[src/rtl/max7219_serial_rx.sv]
// MAX7219-compatible serial receiver: synchronizes the LOAD/CLK/DIN link, assembles 16-bit frames
// and maintains the register file. Optional Code-B font decoding is enabled by CODE_B_DECODE_EN.
module max7219_serial_rx #(
  parameter int SYNC_STAGES = 2
) (
  input  logic        i_clk,
  input  logic        i_reset_n,
  input  logic        i_serial_din,
  input  logic        i_serial_clk,
  input  logic        i_serial_load,
  output logic [63:0] o_digits,
  output logic [7:0]  o_decode_mode,
  output logic [3:0]  o_intensity,
  output logic [2:0]  o_scan_limit,
  output logic        o_shutdown,
  output logic        o_display_test,
  output logic        o_update_stb,
  output logic        o_frame_err
);

  logic [SYNC_STAGES-1:0] clkSync_q, dinSync_q, loadSync_q;
  logic                   clkPrev_q, loadPrev_q;
  logic                   clkS, dinS, loadS;
  logic                   clkRise, loadRise, shiftEn;
  logic [15:0]            shift_q, shift_d;
  logic [4:0]             count_q, count_d;
  logic                   frameOk, frameErr;
  logic [7:0]             digitReg_q [8];
  logic [7:0]             decode_q;
  logic [3:0]             intensity_q;
  logic [2:0]             scanLimit_q;
  logic                   shutdown_q, displayTest_q;
  logic                   updateStb_q, frameErr_q;
  logic [7:0]             seg;

  assign clkS     = clkSync_q[SYNC_STAGES-1];
  assign dinS     = dinSync_q[SYNC_STAGES-1];
  assign loadS    = loadSync_q[SYNC_STAGES-1];
  assign clkRise  = clkS & ~clkPrev_q;
  assign loadRise = loadS & ~loadPrev_q;
  // A clock edge coinciding with the LOAD edge still counts as "LOAD low" so its bit is kept.
  assign shiftEn  = clkRise & (~loadS | ~loadPrev_q);

  always_comb begin
    shift_d  = shift_q;
    count_d  = count_q;
    frameOk  = 1'b0;
    frameErr = 1'b0;
    if (shiftEn) begin
      shift_d = {shift_q[14:0], dinS};
      if (count_q != 5'd16) count_d = count_q + 5'd1;
    end
    if (loadRise) begin
      if (count_d == 5'd16) frameOk = 1'b1;
      else                  frameErr = 1'b1;
      count_d = 5'd0;
    end
  end

  always_ff @(posedge i_clk) begin
    if (!i_reset_n) begin
      clkSync_q     <= '0;
      dinSync_q     <= '0;
      loadSync_q    <= '0;
      clkPrev_q     <= 1'b0;
      loadPrev_q    <= 1'b0;
      shift_q       <= '0;
      count_q       <= '0;
      for (int i = 0; i < 8; i++) digitReg_q[i] <= '0;
      decode_q      <= '0;
      intensity_q   <= '0;
      scanLimit_q   <= '0;
      shutdown_q    <= 1'b1;
      displayTest_q <= 1'b0;
      updateStb_q   <= 1'b0;
      frameErr_q    <= 1'b0;
    end else begin
      clkSync_q   <= {clkSync_q[SYNC_STAGES-2:0], i_serial_clk};
      dinSync_q   <= {dinSync_q[SYNC_STAGES-2:0], i_serial_din};
      loadSync_q  <= {loadSync_q[SYNC_STAGES-2:0], i_serial_load};
      clkPrev_q   <= clkS;
      loadPrev_q  <= loadS;
      shift_q     <= shift_d;
      count_q     <= count_d;
      updateStb_q <= frameOk;
      frameErr_q  <= frameErr;
      if (frameOk) begin
        case (shift_d[11:8])
          4'h1, 4'h2, 4'h3, 4'h4,
          4'h5, 4'h6, 4'h7, 4'h8: digitReg_q[3'(shift_d[11:8] - 4'd1)] <= shift_d[7:0];
          4'h9:    decode_q      <= shift_d[7:0];
          4'hA:    intensity_q   <= shift_d[3:0];
          4'hB:    scanLimit_q   <= shift_d[2:0];
          4'hC:    shutdown_q    <= ~shift_d[0];
          4'hF:    displayTest_q <= shift_d[0];
          default: ;
        endcase
      end
    end
  end

`ifdef CODE_B_DECODE_EN
  function automatic logic [6:0] codeB(input logic [3:0] v);
    case (v)
      4'h0:    codeB = 7'h7E;
      4'h1:    codeB = 7'h30;
      4'h2:    codeB = 7'h6D;
      4'h3:    codeB = 7'h79;
      4'h4:    codeB = 7'h33;
      4'h5:    codeB = 7'h5B;
      4'h6:    codeB = 7'h5F;
      4'h7:    codeB = 7'h70;
      4'h8:    codeB = 7'h7F;
      4'h9:    codeB = 7'h7B;
      4'hA:    codeB = 7'h01;
      4'hB:    codeB = 7'h4F;
      4'hC:    codeB = 7'h37;
      4'hD:    codeB = 7'h0E;
      4'hE:    codeB = 7'h67;
      default: codeB = 7'h00;
    endcase
  endfunction
`endif

  // Display test overrides shutdown, which overrides the scan limit.
  always_comb begin
    o_digits = '0;
    seg      = '0;
    for (int n = 0; n < 8; n++) begin
      seg = digitReg_q[n];
`ifdef CODE_B_DECODE_EN
      if (decode_q[n]) seg = {digitReg_q[n][7], codeB(digitReg_q[n][3:0])};
`endif
      if (displayTest_q)                        seg = 8'hFF;
      else if (shutdown_q)                      seg = 8'h00;
      else if (n[3:0] > {1'b0, scanLimit_q})    seg = 8'h00;
      o_digits[8*n +: 8] = seg;
    end
  end

  assign o_decode_mode  = decode_q;
  assign o_intensity    = intensity_q;
  assign o_scan_limit   = scanLimit_q;
  assign o_shutdown     = shutdown_q;
  assign o_display_test = displayTest_q;
  assign o_update_stb   = updateStb_q;
  assign o_frame_err    = frameErr_q;

endmodule

[config.mk]
export PLATFORM = sky130hd
export DESIGN_NAME = max7219_serial_rx
export DESIGN_NICKNAME = d
export VERILOG_FILES = /design/src/rtl/max7219_serial_rx.sv
export SDC_FILE = /design/constraint.sdc
export NUM_CORES = 1
export LEC_CHECK = 0
export CORE_ASPECT_RATIO = 1.4
export CORE_MARGIN = 2
export CORE_UTILIZATION = 40
export CTS_BUF_LIST = sky130_fd_sc_hd__clkbuf_4 sky130_fd_sc_hd__clkbuf_8 sky130_fd_sc_hd__clkbuf_16
export CTS_CLUSTER_SIZE = 25
export DETAILED_ROUTE_END_ITERATION = 10
export GPL_TIMING_DRIVEN = 0
export RECOVER_POWER = 25
export SYNTH_ARGS = -nofsm -noshare
export SYNTH_HDL_FRONTEND = slang
export SYNTH_SLANG_ARGS = --single-unit
[constraint.sdc]
create_clock -name i_clk -period 5 [get_ports i_clk]
set_clock_uncertainty 0.2 [all_clocks]
set_input_delay 0.75 -clock i_clk [delete_from_list [all_inputs] [get_ports i_clk]]
set_output_delay 0.75 -clock i_clk [all_outputs]
set_load 0.03 [all_outputs]
==> results of run 1 <==
## routing by layer
metal / GRT usage (%) / vias up / routed length [um]
met5: 0 / - / 0
met1: 22.7 / 1837 / 5350
met3: 3.50 / 17 / 527
li1: - / 1837 / -
met2: 32.4 / 108 / 6330
met4: 6.32 / 0 / 211
## layout make-up
type,instances,area (sq um)
Tap cell,150,188
Multi-Input combinational cell,298,2050
Inverter,12,45.0
Clock buffer,10,233
Clock inverter,6,60.1
Fill cell,1110,5990
Timing Repair Buffer,87,871
Buffer,31,193
Sequential cell,108,2800
## registers in the layout, summed over array words and instances, names as in the netlist
register,count
clkPrev_q,1
clkSync_q,2
count_q,5
digitReg_q,64
dinSync_q,2
loadPrev_q,1
loadSync_q,2
o_decode_mode,8
o_display_test,1
o_frame_err,1
o_intensity,4
o_scan_limit,3
o_shutdown,1
o_update_stb,1
shift_q,12
## kinds of logic (layout without fill, tap and decap cells)
kind of cell,after synthesis,after routing,share of synthesized area [%]
flops,108,108,54.8
fa+ha+maj,5,5,1.22
simple gates,158,158,17.2
xor+xnor,5,5,1.00
mux,26,26,5.19
buf+inv,43,146,4.65
compound gates,104,104,15.9
## power groups by stage
stage	combinational [mW]	clock, mW	sequential (mW)
final	0.0438	0.690	0.979
after global routing	0.0485	0.731	0.982
after CTS	0.0452	0.697	0.979
after detailed placement	0.0450	0	0.999
after global placement	0.0447	0	0.999
after floorplan	0.0306	0	0.995
## cell usage after synthesis, drive strengths merged (6+ instances only)
cell    number  area [sq um]
inv         12          45.0
a21o        65           489
clkbuf      13          48.8
nor3        69           355
nand2       24          90.1
edfxtp      64          1920
buf         18           144
o211ai       6          65.1
o21ai       11          55.1
dfxtp       44           881
and2        14          87.6
nand4        6          82.6
mux2i       22           220
nand2b       6          37.5
a21oi        6          37.5
nor2b       11          76.3
nor2        13          48.8
## stage by stage
stage,area (sq um),std cells
5_1_grt,6440,702
3_5_place_dp,6170,686
3_3_place_gp,6170,686
2_1_floorplan,5110,449
6_report,6440,702
4_1_cts,6460,702
## cells in the final DEF (no fill, tap or decap), drive strengths merged, types with 3 or more instances in the layout
| cell | instances |
|---|---|
| and2b | 3 |
| mux2 | 4 |
| and3 | 5 |
| ha | 5 |
| buf | 17 |
| nor2b | 11 |
| nand2b | 6 |
| nand2 | 24 |
| mux2i | 22 |
| o21ai | 11 |
| a21boi | 3 |
| nor2 | 13 |
| dfxtp | 44 |
| edfxtp | 64 |
| xnor2 | 3 |
| dlygate4sd3 | 21 |
| inv | 14 |
| and2 | 14 |
| a21oi | 6 |
| o211ai | 6 |
| clkdlybuf4s50 | 66 |
| nor3 | 69 |
| a21o | 65 |
| nand4 | 6 |
| clkbuf | 24 |
## how the worst max path moves through the flow
stage                                  end           from
after global placement    digitReg_q[2][2]  loadSync_q[1]
after detailed placement  digitReg_q[2][5]  loadSync_q[1]
after CTS                 digitReg_q[2][5]  loadSync_q[1]
after global routing      digitReg_q[2][3]   clkSync_q[1]
after floorplan           digitReg_q[2][0]  loadSync_q[1]
final                     digitReg_q[2][4]   clkSync_q[1]
==> reports/summary.txt, run 1 <==
status: finished clean
PostCTS Resize Cnt: 0
Slew headroom: 8.04%
crit share post-route: 85.5%
total CTS buffers: 9
hold path depth: 1
CP Capture Type: flip-flop
f_max: 234 MHz
Fin. Hold Viols: 0
row count: 48
Longest Clk Path Bufs: 2
Hold Slack: 234 ps
Syn Area/Cell: 11.4 sq um
RR Endpoint: digitReg_q[2][4]
layout cells sized above 1: 9.42%
Hold WC Path Type: reg -> reg
Post-CTS Setup Bufs: 0
Final Max Slew Viols: 0
Warnings, synthesis: 0
sequential area share after synthesis: 54.8%
minimum clock period after layout: 4280 ps
reg2reg start: clkSync_q[1]
Max Fanout on Critical Path: 10
critical path's slowest cell: o21ai_0
IO Count: 88
first-pass GRT wire length: 19,100 um
R2R cell count: 11
Buf/Inv on CP: 3
worst path cell trace: nor2b_1, and2_0, buf_6, buf_6, mux2i_1, ha_1, o21ai_0, a21oi_2, o211ai_2, buf_2, o21ai_0
largest net degree at the start of global routing: 20
peak supply drop: 0.000181 V
gr ovfl total: 0
total clock sinks: 108
min setup slack post-route: 724 ps
EDFF count, synth: 64
post-layout net count: 557
Crit path depth: 11
dpl ws: 847 ps
placer congestion estimate: 0.842
sw power: 0.376 mW
CP max stage delay: 830 ps
synthesized instance count: 449
Die Y: 138 um
worst hold endpoint: dinSync_q[1]
IO Port Bufs: 87
Synth async-reset ratio: 0%
hold_buf cts: 0
RSZ-0062 raised after global routing: false
Setup CP Type: reg -> reg
DR iter-0 viols: 162
predominant post-synthesis flop cell: edfxtp_1
area grow syn2layout: 26.0%
CTS tree: built
Clock transition at path regs: 70 ps
Netlist Area Pre-Place: 0.00511 sq mm
arrival time at the worst endpoint: 4050 ps
post-layout util: 51.8%
Net Sw Frac: 22.0%
DR DRC count: 0
core area: 0.0124 sq mm
Root Driver: clkbuf_16
DR vias: 3,799
internal power: 1.34 mW
Worst Min Path Start: dinSync_q[0]
combinational share of power: 2.6%
worst slew pin tran: 1340 ps
Chip Width: 99.6 um
final total power: 1.71 mW
Req. time, crit path: 4770 ps
vias per cell: 5.41
number of global-route vias before repair: 3,622
GRT Total Usage: 18.4%
Top delay family on crit path: compound AO/OA/AOI/OAI gates
Initial Util: 41.1%
final wirelength: 12,400 um
max-cap violation count: 0
H-tree lvl count: 3
die area: 0.0137 sq mm
HPWL Detailed: 8920 um
setup tns final: 0 ps
# diodes: 0
register bit total from synthesis: 108
initial antenna violation count: 0
routed len/inst: 17.7 um
net count after synthesis: 459
Clock power frac: 40.3%
Clock Latency Late Sink: 350 ps
reg-to-reg slack, setup: 720 ps
Startpoint Class: flip-flop
sequential power share: 57.2%
pwr dens: 266 mW/mm^2
Pleak: 2.84 nW
final antenna-violating net count: 0
drt pass-1 iters: 4
final setup fails: 0
number of distinct library cells after synthesis: 51
(Power assumes the default switching activity.)
==> run 2, diff against run 1 <==
--- a/config.mk
+++ b/config.mk
@@ -8,7 +8,7 @@
 export CORE_ASPECT_RATIO = 1.4
 export CORE_MARGIN = 2
 export CORE_UTILIZATION = 40
-export CTS_BUF_LIST = sky130_fd_sc_hd__clkbuf_4 sky130_fd_sc_hd__clkbuf_8 sky130_fd_sc_hd__clkbuf_16
+export CTS_BUF_LIST = sky130_fd_sc_hd__clkbuf_16
 export CTS_CLUSTER_SIZE = 25
 export DETAILED_ROUTE_END_ITERATION = 10
 export GPL_TIMING_DRIVEN = 0
==> run 2 against run 1 <==
Flip-flop and latch count stayed put. Global-route usage hardly changed. Total power is 0.28% lower. Largest cell class unchanged. Critical path depth stayed put.
==> reports/summary.txt, run 2 (synthesis gave the netlist of run 1 again) <==
post-layout util: 51.8%
max FFs per register: 64
Slew headroom: 8.21%
final setup fails: 0
most common cell after layout, fill and taps aside: nor3_1
setup tns final: 0 ps
arrival time at the worst endpoint: 4050 ps
placer congestion estimate: 0.842
min setup slack post-route: 720 ps
DR vias: 3,778
vias per cell: 5.38
Chip Width: 99.6 um
critical path's slowest cell: o21ai_0
final wirelength: 12,400 um
area grow syn2layout: 25.9%
Longest Clk Path Bufs: 2
Req. time, crit path: 4770 ps
final antenna-violating net count: 0
Pleak: 2.84 nW
Post-CTS Setup Bufs: 0
CP Capture Type: flip-flop
status: finished clean
initial antenna violation count: 0
total CTS buffers: 9
Clock Latency Late Sink: 350 ps
Fin. Hold Viols: 0
Setup CP Type: reg -> reg
routed len/inst: 17.6 um
peak supply drop: 0.000182 V
core area: 0.0124 sq mm
Max Fanout on Critical Path: 10
Initial Util: 41.1%
IO Port Bufs: 87
Clock transition at path regs: 70 ps
total clock sinks: 108
layout cells sized above 1: 9.24%
RSZ-0062 raised after global routing: false
largest net degree at the start of global routing: 20
gr ovfl total: 0
worst path cell trace: nor2b_1, and2_0, buf_6, buf_6, mux2i_1, ha_1, o21ai_0, a21oi_2, o211ai_2, buf_2, o21ai_0
# diodes: 0
Final Max Slew Viols: 0
Top delay family on crit path: compound AO/OA/AOI/OAI gates
H-tree lvl count: 3
die area: 0.0137 sq mm
IO Count: 88
PostCTS Resize Cnt: 0
row count: 48
max-cap violation count: 0
CTS tree: built
commonest non-fill, non-tap cells in the layout: 67 x nor3_1, 66 x clkdlybuf4s50_1, 64 x a21o_1, 64 x edfxtp_1, 44 x dfxtp_1
DR iter-0 viols: 156
Buf/Inv on CP: 3
f_max: 234 MHz
post-layout net count: 557
dpl ws: 847 ps
hold_buf cts: 0
DR DRC count: 0
number of global-route vias before repair: 3,618
minimum clock period after layout: 4280 ps
Die Y: 138 um
drt pass-1 iters: 4
Hold WC Path Type: reg -> reg
pwr dens: 265 mW/mm^2
first-pass GRT wire length: 19,100 um
CP max stage delay: 830 ps
HPWL Detailed: 8920 um
worst slew pin tran: 1340 ps
crit share post-route: 85.6%
Largest Register: digitReg_q
Root Driver: clkbuf_16
GRT Total Usage: 18.4%
Startpoint Class: flip-flop
==> run 2: area by class of cell <==
cell class / count / area [sq um]
clock buffer: 9 / 225
tap: 150 / 188
timing repair buffer: 87 / 871
fill: 1106 / 5990
inverter: 12 / 45.0
clock inverter: 7 / 63.8
multi-input combinational: 298 / 2050
buffer: 31 / 193
sequential: 108 / 2800
==> run 2: final timing paths <==
check / from / to / slack, ps / cells after the start
worst max-delay path: clkSync_q[1] / digitReg_q[2][2] / 720 / 11
worst min-delay path: dinSync_q[0] / dinSync_q[1] / 230 / 1
worst max register to register: clkSync_q[1] / digitReg_q[2][2] / 720 / 11
worst min register to register: dinSync_q[0] / dinSync_q[1] / 230 / 1
==> run 2: metrics by stage <==
stage / power (mW) / cells / hold WS (ps) / area (sq um)
floorplan: 1.03 / 449 / 212 / 5110
global placement: 1.04 / 686 / 216 / 6170
detailed placement: 1.04 / 686 / 217 / 6170
CTS: 1.71 / 702 / 233 / 6460
global route: 1.75 / 702 / 241 / 6440
finish: 1.71 / 702 / 234 / 6440
==> run 2: power by group <==
part | switching (mW) | internal, mW | total [mW]
sequential | 0.0102 | 0.969 | 0.979
clock | 0.338 | 0.347 | 0.685
combinational | 0.0304 | 0.0135 | 0.0439
total | 0.379 | 1.33 | 1.71
==> run 2: routing by layer <==
metal	up-vias	GRT usage [%]	share of wire (%)
met5	-	0	0
met4	0	6.32	1.7
met3	17	3.50	5.2
met2	121	32.3	51
met1	1805	22.7	42
li1	1835	-	-
